### config.mk
export PLATFORM = sky130hd
export DESIGN_NAME = wb_stage_pipelined_flat
export DESIGN_NICKNAME = d
export VERILOG_FILES = /design/src/rtl/wb_stage_pipelined_if.sv /design/src/rtl/wb_stage_pipelined.sv /design/src/flat_wrapper.sv
export SDC_FILE = /design/constraint.sdc
export NUM_CORES = 1
export LEC_CHECK = 0
export BUFFER_PORTS_ARGS = -buffer_cell sky130_fd_sc_hd__buf_4
export CAP_MARGIN = 20
export CELL_PAD_IN_SITES_DETAIL_PLACEMENT = 1
export CELL_PAD_IN_SITES_GLOBAL_PLACEMENT = 1
export CORE_UTILIZATION = 35
export CTS_BUF_LIST = sky130_fd_sc_hd__clkbuf_8
export DETAILED_ROUTE_END_ITERATION = 6
export PLACE_DENSITY_LB_ADDON = 0.2
export SETUP_SLACK_MARGIN = 0.2
export SLEW_MARGIN = 20
export SYNTH_ARGS = -nofsm -noshare
export SYNTH_HDL_FRONTEND = slang
export SYNTH_SLANG_ARGS = --single-unit
### constraint.sdc
create_clock -name CLK -period 2.8 [get_ports CLK]
set_clock_uncertainty 0.2 [all_clocks]
set_input_delay 0 -clock CLK [delete_from_list [all_inputs] [get_ports CLK]]
set_output_delay 0 -clock CLK [all_outputs]
set_load 0.005 [all_outputs]
### src/rtl/wb_stage_pipelined_if.sv
// Bundle between the MEM stage and the writeback stage: M-side captures, stall/flush
// control, and the registered W-side results sent to the register file and forwarding network.
interface wb_stage_pipelined_if #(
  parameter int DATA_WIDTH     = 32,
  parameter int REG_ADDR_WIDTH = 5
);
  logic                      StallW;
  logic                      FlushW;
  logic                      RegWriteM;
  logic                      MemtoRegM;
  logic                      LinkM;
  logic [2:0]                LoadTypeM;
  logic [DATA_WIDTH-1:0]     ALUOutM;
  logic [DATA_WIDTH-1:0]     ReadDataM;
  logic [DATA_WIDTH-1:0]     PCPlus8M;
  logic [REG_ADDR_WIDTH-1:0] WriteRegM;

  logic                      RegWriteW;
  logic [REG_ADDR_WIDTH-1:0] WriteRegW;
  logic [DATA_WIDTH-1:0]     ResultW;
  logic                      ValidW;
  logic                      MisalignW;

  modport master (
    output StallW, FlushW, RegWriteM, MemtoRegM, LinkM, LoadTypeM,
           ALUOutM, ReadDataM, PCPlus8M, WriteRegM,
    input  RegWriteW, WriteRegW, ResultW, ValidW, MisalignW
  );

  modport slave (
    input  StallW, FlushW, RegWriteM, MemtoRegM, LinkM, LoadTypeM,
           ALUOutM, ReadDataM, PCPlus8M, WriteRegM,
    output RegWriteW, WriteRegW, ResultW, ValidW, MisalignW
  );
endinterface

### src/rtl/wb_stage_pipelined.sv
// Writeback stage: MEM/WB register with stall/flush, sub-word load extraction,
// result select (link > load > ALU) and qualified register-file write enable.
module wb_stage_pipelined #(
  parameter int DATA_WIDTH     = 32,
  parameter int REG_ADDR_WIDTH = 5,
  parameter int ENABLE_LINK    = 1
) (
  input logic                CLK,
  input logic                RST,
  wb_stage_pipelined_if.slave bus
);
  localparam int   OFS_W   = $clog2(DATA_WIDTH / 8);
  localparam logic LINK_ON = (ENABLE_LINK != 0);

  localparam logic [2:0] LT_LH  = 3'b001;
  localparam logic [2:0] LT_LHU = 3'b010;
  localparam logic [2:0] LT_LB  = 3'b011;
  localparam logic [2:0] LT_LBU = 3'b100;

  logic                      valid_q;
  logic                      regwrite_q;
  logic                      memtoreg_q;
  logic                      link_q;
  logic [2:0]                loadtype_q;
  logic [DATA_WIDTH-1:0]     aluout_q;
  logic [DATA_WIDTH-1:0]     readdata_q;
  logic [DATA_WIDTH-1:0]     pcplus8_q;
  logic [REG_ADDR_WIDTH-1:0] writereg_q;

  // Flush beats stall; a cleared register makes every W output read as zero.
  always_ff @(posedge CLK) begin
    if (RST || bus.FlushW) begin
      valid_q    <= 1'b0;
      regwrite_q <= 1'b0;
      memtoreg_q <= 1'b0;
      link_q     <= 1'b0;
      loadtype_q <= '0;
      aluout_q   <= '0;
      readdata_q <= '0;
      pcplus8_q  <= '0;
      writereg_q <= '0;
    end else if (!bus.StallW) begin
      valid_q    <= 1'b1;
      regwrite_q <= bus.RegWriteM;
      memtoreg_q <= bus.MemtoRegM;
      link_q     <= bus.LinkM & LINK_ON;
      loadtype_q <= bus.LoadTypeM;
      aluout_q   <= bus.ALUOutM;
      readdata_q <= bus.ReadDataM;
      pcplus8_q  <= bus.PCPlus8M;
      writereg_q <= bus.WriteRegM;
    end
  end

  logic [OFS_W-1:0]      ofs;
  logic [OFS_W-1:0]      hofs;
  logic [DATA_WIDTH-1:0] byte_shift;
  logic [DATA_WIDTH-1:0] half_shift;
  logic [7:0]            lbyte;
  logic [15:0]           lhalf;
  logic                  is_half;
  logic                  is_byte;
  logic [DATA_WIDTH-1:0] load_data;
  logic [DATA_WIDTH-1:0] result;
  logic                  misalign;

  // Halfword lane ignores the low offset bit so a misaligned LH still shows a defined value.
  always_comb begin
    ofs        = aluout_q[OFS_W-1:0];
    hofs       = {ofs[OFS_W-1:1], 1'b0};
    byte_shift = readdata_q >> {ofs, 3'b000};
    half_shift = readdata_q >> {hofs, 3'b000};
    lbyte      = byte_shift[7:0];
    lhalf      = half_shift[15:0];
    is_half    = (loadtype_q == LT_LH) || (loadtype_q == LT_LHU);
    is_byte    = (loadtype_q == LT_LB) || (loadtype_q == LT_LBU);

    case (loadtype_q)
      LT_LH:   load_data = {{(DATA_WIDTH-16){lhalf[15]}}, lhalf};
      LT_LHU:  load_data = {{(DATA_WIDTH-16){1'b0}}, lhalf};
      LT_LB:   load_data = {{(DATA_WIDTH-8){lbyte[7]}}, lbyte};
      LT_LBU:  load_data = {{(DATA_WIDTH-8){1'b0}}, lbyte};
      default: load_data = readdata_q;
    endcase

    misalign = 1'b0;
    if (valid_q && memtoreg_q) begin
      if (is_half)       misalign = ofs[0];
      else if (!is_byte) misalign = (ofs != '0);
    end

    if (link_q)          result = pcplus8_q;
    else if (memtoreg_q) result = load_data;
    else                 result = aluout_q;
  end

  assign bus.ResultW   = result;
  assign bus.MisalignW = misalign;
  assign bus.ValidW    = valid_q;
  assign bus.WriteRegW = writereg_q;
  assign bus.RegWriteW = regwrite_q & valid_q & ~misalign & (writereg_q != '0);
endmodule

### src/flat_wrapper.sv
// flat-port wrapper written by rule: the top's interface ports become plain ports
module wb_stage_pipelined_flat 
#(
  parameter int DATA_WIDTH     = 32,
  parameter int REG_ADDR_WIDTH = 5,
  parameter int ENABLE_LINK    = 1
)
  (CLK, RST, bus_StallW, bus_FlushW, bus_RegWriteM, bus_MemtoRegM, bus_LinkM, bus_LoadTypeM, bus_ALUOutM, bus_ReadDataM, bus_PCPlus8M, bus_WriteRegM, bus_RegWriteW, bus_WriteRegW, bus_ResultW, bus_ValidW, bus_MisalignW);
  wb_stage_pipelined_if #(.DATA_WIDTH(DATA_WIDTH), .REG_ADDR_WIDTH(REG_ADDR_WIDTH)) bus_i ();
  input logic CLK;
  input logic RST;
  input wire logic [$bits(bus_i.StallW)-1:0] bus_StallW;
  input wire logic [$bits(bus_i.FlushW)-1:0] bus_FlushW;
  input wire logic [$bits(bus_i.RegWriteM)-1:0] bus_RegWriteM;
  input wire logic [$bits(bus_i.MemtoRegM)-1:0] bus_MemtoRegM;
  input wire logic [$bits(bus_i.LinkM)-1:0] bus_LinkM;
  input wire logic [$bits(bus_i.LoadTypeM)-1:0] bus_LoadTypeM;
  input wire logic [$bits(bus_i.ALUOutM)-1:0] bus_ALUOutM;
  input wire logic [$bits(bus_i.ReadDataM)-1:0] bus_ReadDataM;
  input wire logic [$bits(bus_i.PCPlus8M)-1:0] bus_PCPlus8M;
  input wire logic [$bits(bus_i.WriteRegM)-1:0] bus_WriteRegM;
  output wire logic [$bits(bus_i.RegWriteW)-1:0] bus_RegWriteW;
  output wire logic [$bits(bus_i.WriteRegW)-1:0] bus_WriteRegW;
  output wire logic [$bits(bus_i.ResultW)-1:0] bus_ResultW;
  output wire logic [$bits(bus_i.ValidW)-1:0] bus_ValidW;
  output wire logic [$bits(bus_i.MisalignW)-1:0] bus_MisalignW;
  assign bus_i.StallW = bus_StallW;
  assign bus_i.FlushW = bus_FlushW;
  assign bus_i.RegWriteM = bus_RegWriteM;
  assign bus_i.MemtoRegM = bus_MemtoRegM;
  assign bus_i.LinkM = bus_LinkM;
  assign bus_i.LoadTypeM = bus_LoadTypeM;
  assign bus_i.ALUOutM = bus_ALUOutM;
  assign bus_i.ReadDataM = bus_ReadDataM;
  assign bus_i.PCPlus8M = bus_PCPlus8M;
  assign bus_i.WriteRegM = bus_WriteRegM;
  assign bus_RegWriteW = bus_i.RegWriteW;
  assign bus_WriteRegW = bus_i.WriteRegW;
  assign bus_ResultW = bus_i.ResultW;
  assign bus_ValidW = bus_i.ValidW;
  assign bus_MisalignW = bus_i.MisalignW;
  wb_stage_pipelined #(.DATA_WIDTH(DATA_WIDTH), .REG_ADDR_WIDTH(REG_ADDR_WIDTH), .ENABLE_LINK(ENABLE_LINK)) u_core (.CLK(CLK), .RST(RST), .bus(bus_i));
endmodule
Yosys cells after proc, flatten, opt, wreduce, memory -nomap -nowiden --
Index checks and enable logic that the tools add are counted.
Operators by class: reductions and logical operators 6, equal/unequal tests 4, shift operators 2, mux-type cells 6, bitwise gates (word level) 4
Operators by type and width (count):
- $pmux W32 S4 | 1
- $mux W32 | 2
- $shr A32 B5 Y16 | 1
- $shr A32 B5 Y8 | 1
- $eq A3 B2 Y1 const B | 2
- $reduce_bool A5 Y1 | 1
- $and A1 B1 Y1 | 3
- $eq A3 B1 Y1 const B | 1
- $eq A3 B3 Y1 const B | 1
- $logic_or A1 B1 Y1 | 3
- $mux W1 | 3
- $reduce_bool A2 Y1 | 1
- $logic_and A1 B1 Y1 | 1
- $not A1 Y1 | 1
Storage, ports and cells: flip-flop bits (word level) 108, input port bits 111, word-level logic and storage cells 31

Logic depth before layout (Yosys ltp) --
depth in word-level cells 8, mapped depth 7, mapped depth without buffers 5

Worst setup path after synthesis --
No wires, ideal clock.
path kind register -> output, from reg u_core.aluout_q[1], to out bus_ResultW[20], path slack 0.852 ns, buffers on the path 1, cell stages (with the launch flop) 7, arrival time 1.748 ns, cells stage by stage dfxtp_1 mux2_1 mux2_4 mux2_4 a31oi_4 buf_6 a21oi_2
On the way: longest elaborated chain between the ends 4
RTL lines:
- start: declaration | line wb_stage_pipelined.sv:25 | logic [DATA_WIDTH-1:0] aluout_q;
- start signal: assignment | line wb_stage_pipelined.sv:48 | aluout_q <= bus.ALUOutM;
- $shr A32 B5 Y8 or $shr A32 B5 Y16 (tied branches) | line wb_stage_pipelined.sv:71, wb_stage_pipelined.sv:72
- $pmux W32 S4 * | line wb_stage_pipelined.sv:78 | case (loadtype_q)
- $mux W32 * | line wb_stage_pipelined.sv:93 | else if (memtoreg_q) result = load_data;
- $mux W32 * | line wb_stage_pipelined.sv:92 | if (link_q) result = pcplus8_q;
- end: declaration | line flat_wrapper.sv:24 | output wire logic [$bits(bus_i.ResultW)-1:0] bus_ResultW;
Every way passes the cells marked *; elsewhere a longest branch is shown, timed or not.

Worst setup path after layout --
from reg u_core.aluout_q[1], to out bus_ResultW[24]
Same word-level chain as after synthesis.

==> impl_metrics.py <==
metrics = {
    "flow_run": {
        "cap_violations": 0,
    },
    "clocking": {
        "clk_pin_slew_worst_paths_ns": 0.10,
        "htreeDepth": 3,
        "cts_tree": "built",
        "cts_buffers": 9,
        "clock-sinks": 108,
        "root_buffer": "clkbuf_8",
        "cts.path.max_buffers": 2,
        "clk_latency_ns": 0.39,
    },
    "run_status": {
        "outcome": "finished clean",
    },
    "timing": {
        "fin_crit_sh_pct": 92.1,
        "worst_slew_pin_slew_ns": 0.771,
        "max_freq_mhz": 388,
        "whs_ns": 0.0158,
        "setup-tns-final_ns": 0,
        "setup_violations": 0,
        "slew_violations": 0,
        "fin_crit_ns": 2.58,
        "hold_viol": 0,
        "rsz0062_at_grt": "yes",
        "worst_slack_ns": 0.221,
        "slew_headroom_pct": 48.6,
    },
    "synth": {
        "synth-simple-area-share_pct": 13.8,
        "synthAdderAreaFrac_pct": 0.195,
        "synth_compound_area_share_pct": 15.2,
        "synth_top_family_by_area": "multiplexers",
        "synth_edf_count": 0,
        "yosys.area.top_type": "dfxtp_1",
        "synth_seq_cells": 108,
        "synth_top_area_share_pct": 42.1,
        "synthCells": 566,
        "synth_most_common_cell": "nor2_1",
        "syn-cell-area_mm2": 0.00514,
        "syn_avg_cell_area_um2": 9.08,
        "ys_seq_area_share_pct": 42.1,
        "yosys_warnings": 0,
        "synthMuxAreaShare_pct": 24.5,
        "synth_common_cells": "123 x nor2_1, 120 x mux2i_1, 108 x dfxtp_1, 27 x clkbuf_1, 24 x o22ai_1",
        "syn-num-nets": 677,
        "synth.area.top_cells": "dfxtp_1 42%, mux2i_1 23%, nor2_1 9.0%",
        "ys_types": 43,
        "ys_async_sr_fraction_pct": 0,
        "synth-xor-area-share_pct": 0.170,
        "ys.flop_type": "dfxtp_1",
    },
    "worst_setup_path": {
        "start_kind": "flip-flop",
        "worstRegToRegCells": 3,
        "r2r-end": "u_core.loadtype_q[0]$_SDFFE_PP0N_",
        "cp.arrival_ns": 2.38,
        "worstPathMaxFanout": 7,
        "r2r_start": "u_core.loadtype_q[0]$_SDFFE_PP0N_",
        "cp-endpoint": "bus_ResultW[24]",
        "crit_required_ns": 2.60,
        "critical_path_class": "flip-flop to primary output",
        "r2r_slack_ns": 1.23,
        "critPathLaunch": "u_core.aluout_q[1]$_SDFFE_PP0N_",
        "critPathCaptureType": "primary output",
    },
    "routing": {
        "via_per_inst": 5.18,
        "wl_mm": 20.1,
        "final_antenna_net_count": 0,
        "wire_per_inst_um": 19.4,
        "via_count": 5372,
        "drtIter0Drc": 205,
        "drc": 0,
        "dr.pass1.iters": 4,
    },
    "placement": {
        "placement.setup.worst_slack_ns": 0.454,
        "finalWeightedCongestion": 0.828,
        "dp_hpwl_mm": 12.2,
        "port_buffers": 150,
        "placed_cells": 865,
    },
    "global_routing": {
        "grtUsageTotal_pct": 27.0,
        "grt_pass1_wl_mm": 30.9,
        "antenna_found_initial": 0,
        "grt_max_degree": 64,
        "grt_pass1_vias": 5893,
        "grt-ovfl-total": 0,
    },
    "floorplanning": {
        "core-area_mm2": 0.0141,
        "die_area_mm2": 0.0152,
        "die_y_um": 123,
        "pin_count": 151,
        "initial_core_util_pct": 36.5,
        "dieWidth_um": 123,
        "core.rowCount": 43,
    },
    "layout": {
        "fin_cells": 1037,
        "final_nets": 964,
        "drive_gt1_share_pct": 25.4,
        "multiInputGateArea_mm2": 0.00282,
        "syn2layout_area_growth_pct": 61.6,
        "fill_cells": 1593,
        "seq_area_mm2": 0.00217,
        "diodes": 0,
    },
    "pwr": {
        "power.total_w": 0.00338,
        "cellPowerDensity_mw_per_mm2": 407,
        "leakage_nw": 3.56,
        "peakVddDrop_v": 0.000274,
    },
    "hold_path": {
        "min_path_type": "input port to flip-flop",
    },
}
-- cell usage in the layout (no fill, tap or decap), types with 4 or more instances in the layout --
cell type	netlist	layout
a21boi_0	6	6
dfxtp_1	108	104
o22ai_1	24	24
nor2b_1	7	7
a21oi_1	20	20
o221ai_1	9	9
clkbuf_8	0	10
a21oi_2	10	9
mux2_4	3	4
nand3_1	8	8
dlygate4sd3_1	0	151
nor2_1	123	123
o211ai_1	8	8
a22o_1	6	6
a2bb2o_1	7	7
nand2_1	22	21
mux2i_1	120	120
buf_4	0	166
clkinvlp_4	0	4
o21ai_0	10	10
-- logic make-up (layout without fill, tap and decap cells) --
logic type               count (synthesis)  after routing
XOR/XNOR                                 1              1
multiplexers                           124            124
AND/OR/NAND/NOR                        172            172
AO/OA/AOI/OAI                          109            109
buffers and inverters                   51            342
adder cells (fa/ha/maj)                  1              1
flip-flops                             108            108
-- sequential cells by signal, summed over array words and instances (netlist names) --
signal and cells:
u_core.regwrite_q 1, u_core.memtoreg_q 1, u_core.readdata_q 32, u_core.link_q 1
u_core.loadtype_q 3, u_core.aluout_q 32, u_core.pcplus8_q 32, u_core.bus.WriteRegW 5
u_core.bus.ValidW 1
-- through the flow --
step | util [%] | cell area [µm²]
detailed placement | 45.8 | 6450
finish | 58.9 | 8300
floorplan | - | 5140
CTS | 58.3 | 8220
global placement | 45.8 | 6450
global route | 58.9 | 8300
-- per-layer routing --
layer	share of wire, %	vias to the layer above	GRT usage [%]
met4	2.1	0	8.81
met3	4.1	37	5.21
met1	42	2638	31.6
met5	0	-	0
met2	52	135	48.8
li1	-	2562	-
-- cell type report --
class                      instances  share of cell area [%]
clock buffer                      10                    1.66
clock inverter                     5                   0.738
inverter                           4                   0.271
multi-input combinational        407                    34.0
sequential                       108                    26.1
tap                              180                    2.71
timing repair buffer             323                    34.5
-- worst min-delay path by stage --
stage                 startpoint                                  to  depth (start not counted)
3_5_place_dp    bus_LoadTypeM[0]   u_core.loadtype_q[0]$_SDFFE_PP0N_                          3
5_1_grt               bus_StallW   u_core.pcplus8_q[17]$_SDFFE_PP0N_                          3
6_report              bus_StallW   u_core.pcplus8_q[17]$_SDFFE_PP0N_                          3
2_1_floorplan     bus_ALUOutM[0]     u_core.aluout_q[0]$_SDFFE_PP0N_                          2
4_1_cts               bus_StallW   u_core.pcplus8_q[15]$_SDFFE_PP0N_                          3
3_3_place_gp   bus_ReadDataM[11]  u_core.readdata_q[11]$_SDFFE_PP0N_                          3
-- repair_timing --
action                                  CTS  global route
hold buffers                            151             0
pin swaps                                 0             1
hold endpoints to repair                107             0
resized for setup                        10            11
endpoints found under the setup margin   33            32
setup buffers                             2             3
gates cloned                              0             1
-- worst max-delay path, stage by stage (launching register included) --
cell and delay [ns]:
dfxtp_4 0.41, mux2_4 0.32, mux2_4 0.29, mux2_4 0.27, a31oi_4 0.26, clkbuf_16 0.23, a21oi_2 0.06, buf_4 0.14
-- where the power goes --
group          internal (W)  total [W]  switching, W
sequential          0.00159    0.00163     0.0000480
clock              0.000438   0.000990      0.000552
combinational      0.000448   0.000759      0.000311
total               0.00247    0.00338      0.000911
(Power assumes the default switching activity.)
